**config.mk**
```make
export PLATFORM = sky130hd
export DESIGN_NAME = btn_debounce_bank
export DESIGN_NICKNAME = d
export VERILOG_FILES = /design/src/rtl/btn_debounce_bank.sv
export SDC_FILE = /design/constraint.sdc
export NUM_CORES = 1
export LEC_CHECK = 0
export CORE_ASPECT_RATIO = 0.8
export CORE_MARGIN = 8
export CORE_UTILIZATION = 35
export DETAILED_ROUTE_END_ITERATION = 10
export GPL_ROUTABILITY_DRIVEN = 1
export GPL_TIMING_DRIVEN = 0
export HOLD_SLACK_MARGIN = 0.12
export PLACE_DENSITY = 0.6
export SLEW_MARGIN = 20
export SYNTH_ARGS = -nofsm -noshare
export SYNTH_HDL_FRONTEND = slang
export SYNTH_SLANG_ARGS = --single-unit
```
**constraint.sdc**
```tcl
create_clock -name clk -period 2.26 [get_ports clk]
set_input_delay 0.226 -clock clk [delete_from_list [all_inputs] [get_ports clk]]
set_output_delay 0.226 -clock clk [all_outputs]
set_load 0.03 [all_outputs]
```
**src/rtl/btn_debounce_bank.sv**
```systemverilog
// N-channel button conditioner: per-channel 2-flop synchroniser, symmetric
// press/release debounce, one-cycle press/release pulses and a one-shot
// long-press pulse. One instance serves a whole button bank.
// The release pulse port is named release_pulse because 'release' is a
// reserved word in SystemVerilog.
module btn_debounce_bank #(
  parameter int unsigned N          = 4,
  parameter int unsigned COUNT      = 5,
  parameter int unsigned LONG_W     = 8,
  parameter bit          ACTIVE_LOW = 1'b0
) (
  input  logic         clk,
  input  logic         rst_n,
  input  logic [N-1:0] btn,
  output logic [N-1:0] level,
  output logic [N-1:0] press,
  output logic [N-1:0] release_pulse,
  output logic [N-1:0] long_press,
  output logic         any_press
);

  localparam logic [COUNT-1:0]  CtrMax  = '1;
  localparam logic [LONG_W-1:0] HoldMax = '1;
  localparam logic [LONG_W-1:0] HoldPre = HoldMax - LONG_W'(1);

  logic [N-1:0]      btn_norm;
  logic [N-1:0]      sync0_q, sync1_q;
  logic [N-1:0]      stable_q, stable_d;
  logic [COUNT-1:0]  ctr_q [N];
  logic [COUNT-1:0]  ctr_d [N];
  logic [LONG_W-1:0] hold_q [N];
  logic [LONG_W-1:0] hold_d [N];
  logic [N-1:0]      press_q, press_d;
  logic [N-1:0]      release_q, release_d;
  logic [N-1:0]      long_q, long_d;
  logic              any_q;

  // Normalise so that 1 always means pressed.
  assign btn_norm = btn ^ {N{ACTIVE_LOW}};

  // Two-flop synchroniser; resets to the not-pressed value.
  always_ff @(posedge clk or negedge rst_n) begin
    if (!rst_n) begin
      sync0_q <= '0;
      sync1_q <= '0;
    end else begin
      sync0_q <= btn_norm;
      sync1_q <= sync0_q;
    end
  end

  // Debounce, edge pulses and hold counter next-state, per channel.
  always_comb begin
    stable_d  = stable_q;
    press_d   = '0;
    release_d = '0;
    long_d    = '0;
    for (int unsigned i = 0; i < N; i++) begin
      ctr_d[i]  = '0;
      hold_d[i] = hold_q[i];
      if (sync1_q[i] != stable_q[i]) begin
        if (ctr_q[i] == CtrMax) begin
          stable_d[i]  = sync1_q[i];
          press_d[i]   = sync1_q[i];
          release_d[i] = ~sync1_q[i];
        end else begin
          ctr_d[i] = ctr_q[i] + COUNT'(1);
        end
      end
      // A level edge clears the hold count; release therefore beats saturation.
      if (press_d[i] || release_d[i]) begin
        hold_d[i] = '0;
      end else if (stable_q[i] && (hold_q[i] != HoldMax)) begin
        hold_d[i] = hold_q[i] + LONG_W'(1);
        long_d[i] = (hold_q[i] == HoldPre);
      end
    end
  end

  // State and registered outputs.
  always_ff @(posedge clk or negedge rst_n) begin
    if (!rst_n) begin
      stable_q  <= '0;
      press_q   <= '0;
      release_q <= '0;
      long_q    <= '0;
      any_q     <= 1'b0;
      for (int unsigned i = 0; i < N; i++) begin
        ctr_q[i]  <= '0;
        hold_q[i] <= '0;
      end
    end else begin
      stable_q  <= stable_d;
      press_q   <= press_d;
      release_q <= release_d;
      long_q    <= long_d;
      any_q     <= |press_q;
      for (int unsigned i = 0; i < N; i++) begin
        ctr_q[i]  <= ctr_d[i];
        hold_q[i] <= hold_d[i];
      end
    end
  end

  assign level         = stable_q;
  assign press         = press_q;
  assign release_pulse = release_q;
  assign long_press    = long_q;
  assign any_press     = any_q;

endmodule

```
==> out/metrics.csv <==
metric,value,unit
"critical path fanouts, max",9,
dpl hpwl,4.162,mm
full die area,13330,um^2
Switching Fraction,20.32,%
Placement Rows,32,
P_sw,0.6104,mW
via count,2332,
Post-Syn Area,3455,um^2
Placed Instances,452,
critical path launch point,ctr_q[15]$_DFF_PN0_,
# IOs,23,
Post-Synth Adder-Cell Area,6.157,%
Max Slew Vio Count,0,
RSZ-0062 raised after global routing,false,
final net count,368,
total gr overflow,0,
Cell variety after synth,41,
DRC,0,
element type at the critical path end,flop,
Area growth syn-to-layout,20.83,%
worst reg2reg path startpoint,ctr_q[15]$_DFF_PN0_,
Fin Clk Skew,0.006863,ns
arrival time worst endpoint,2.09,ns
final hold vios,0,
placeable core area,9609,um^2
Gate power share,2.5,%
initial antenna violation count,0,
clock sink count,77,
Crit Path Category,reg -> reg,
Final ANT Viol Nets,0,
R2R cell count,7,
fin area,4174,um^2
DR pass1 iterations,4,
post-synthesis sequential area ratio,55.78,%
Period minus WS final,1.844,ns
Hold Path Depth,1,
Max-slew headroom,73.40,%
hold wc startpoint,btn[1],
first-pass GRT wire length,10.93,mm
setup bufs post-CTS,0,
status,"complete, no violations",
largest net degree at the start of global routing,55,
CTS tree,done,
synthesis warning total,0,
Synth Area in XOR/XNOR,4.817,%
Inserted Clock Buffers,9,
most frequent cells in the layout,"77 x dfrtp_1, 34 x nor2_1, 21 x clkdlybuf4s50_1",
largest family of logic cells by synthesized area,simple AND/OR/NAND/NOR gates,
root buf cell,clkbuf_16,
post-cts resize count,0,
Fill cells,878,
Starting Density,35.95,%
Clock Path Buffers,2,
drt first-iter violations,108,
Clock Power Share,50.2,%
die span in y,104.9,um
CP startpoint kind,flop,
critical path required time,2.51,ns
ant diodes,0,
final wirelength,6.270,mm
simple-gate portion of the synthesized area,22.56,%
WL per Instance,13.37,um
f_max,542.3,MHz
#FFs+latches synth,77,
hold_buf cts,1,
"Reg clk slew, reported paths",0.06,ns
multiplexer share of the synthesized area,0.3260,%
count of non-filler cells in the finished layout,469,
Multi-input gate area,1438,um^2
Cell Pwr Density,719.8,nW/um^2
"Setup violations, final",0,
Synth Instances,310,
largest cells by area after synthesis,"dfrtp_1 56%, ha_1 6.2%, nor2_1 3.7%, a211oi_1 2.8%, xnor2_1 2.8%",
internal power,2.394,mW
layout cell share with drive strength beyond 1,8.286,%
Global Route Usage Sum,10.12,%
synthesized area per cell,11.14,um^2
setup TNS,0,ns
Reg area,1927,um^2
post-synth top area share,55.78,%
H-tree depth,3,
vias in the first global route,2342,
Sequential Power Share,47.3,%
gpl congestion,0.7707,
Vias/cell,4.972,
DP Area,3849,um^2
ratio of final minimum period to clock period,81.59,%
Pleak,1.892,nW
post-synth net total,333,
Min Hold Slack,0.3284,ns
"commonest non-fill, non-tap cell in the layout",dfrtp_1,
Max Cap Viol,0,
"area leader, netlist",dfrtp_1,
final core utilization,43.44,%
Compound-Gate Fraction of Synth Area,7.751,%
worst IR drop on VDD,0.3864,mV
Min-Delay Path Class,in -> reg,
# port buffers,22,
Worst-Skew Late Latency,0.33,ns
worst slew pin tran,0.3990,ns
die extent in x,127.1,um
[synthesized netlist by cell type, drive strengths merged]
library cell,n
or4b,1
and2b,1
a21oi,7
a21boi,1
and2,11
nor3b,6
a31oi,4
mux2,1
nor2,34
or2,1
nand3,12
a41oi,4
inv,12
nand3b,2
and4,10
ha,17
nor4b,2
nor2b,2
nand2b,4
a311oi,2
xnor2,11
dfrtp,77
or4,1
nor3,18
nand2,11
nand4b,3
a211oi,14
clkbuf,1
and3,10
a21o,1
and3b,2
o21ai,6
xor2,8
buf,6
nand4,7
[routing by layer]
metal  routed length (um)  global-route usage [%]  up-vias  share of wire [%]
met2                 2766                   15.20       25                 44
met1                 3163                   12.92     1118                 50
met4                  120                   4.831        0                1.9
li1                     -                       -     1178                  -
met3                  219                   3.301       11                3.5
met5                    0                       0        -                  0
[final timing paths]
path                                     endpoint  slack, ns
hold / removal               sync0_q[1]$_DFF_PN0_       0.33
setup / recovery           hold_q[27]$_DFFE_PN0P_       0.42
min in group asynchronous    sync0_q[2]$_DFF_PN0_       0.34
max in group asynchronous  hold_q[24]$_DFFE_PN0P_       1.35
hold reg to reg              sync1_q[2]$_DFF_PN0_       0.36
setup reg to reg           hold_q[27]$_DFFE_PN0P_       0.42
[sequential cells by signal, indices dropped and copies added, names as in the netlist]
register       count
press              4
sync0_q            4
sync1_q            4
hold_q            32
any_press          1
release_pulse      4
level              4
ctr_q             20
long_press         4
[stage by stage]
stage          total power, mW  worst slack [ns]
4_1_cts                  3.061            0.3885
5_1_grt                  3.132            0.2911
2_1_floorplan            1.472            0.5393
3_3_place_gp             1.517            -1.791
6_report                 3.005            0.4160
3_5_place_dp             1.524            0.3987
[worst max-delay path, stage by stage, from the launching register on]
cell and delay (ns):
dfrtp_1 0.39, ha_1 0.23, and3_1 0.21, ha_1 0.20
and3_4 0.18, or2_1 0.23, buf_6 0.14, nor3_1 0.18
[kinds of logic (layout without fill, tap and decap cells)]
kind of cell,after synthesis,after routing
multiplexers,1,1
buffers and inverters,19,59
adder cells (fa/ha/maj),17,17
XOR/XNOR,19,19
flip-flops,77,77
AND/OR/NAND/NOR,138,138
AO/OA/AOI/OAI,39,39
[cell type report]
class / instances / share of cell area [%]
inverter: 12 / 1.079
clock buffer: 9 / 5.396
timing repair buffer: 24 / 6.115
sequential: 77 / 46.16
clock inverter: 7 / 2.158
multi-input combinational: 214 / 34.44
tap: 119 / 3.567
buffer: 7 / 1.079
[power groups by stage]
stage               Sequential, mW  Combinational [mW]  Clock, mW
floorplan                     1.44              0.0297          0
global placement              1.45              0.0715          0
detailed placement            1.45              0.0789          0
CTS                           1.42              0.0806       1.56
global route                  1.42              0.0909       1.62
finish                        1.42              0.0761       1.51
Note: power is estimated with default switching activity, not from simulation.
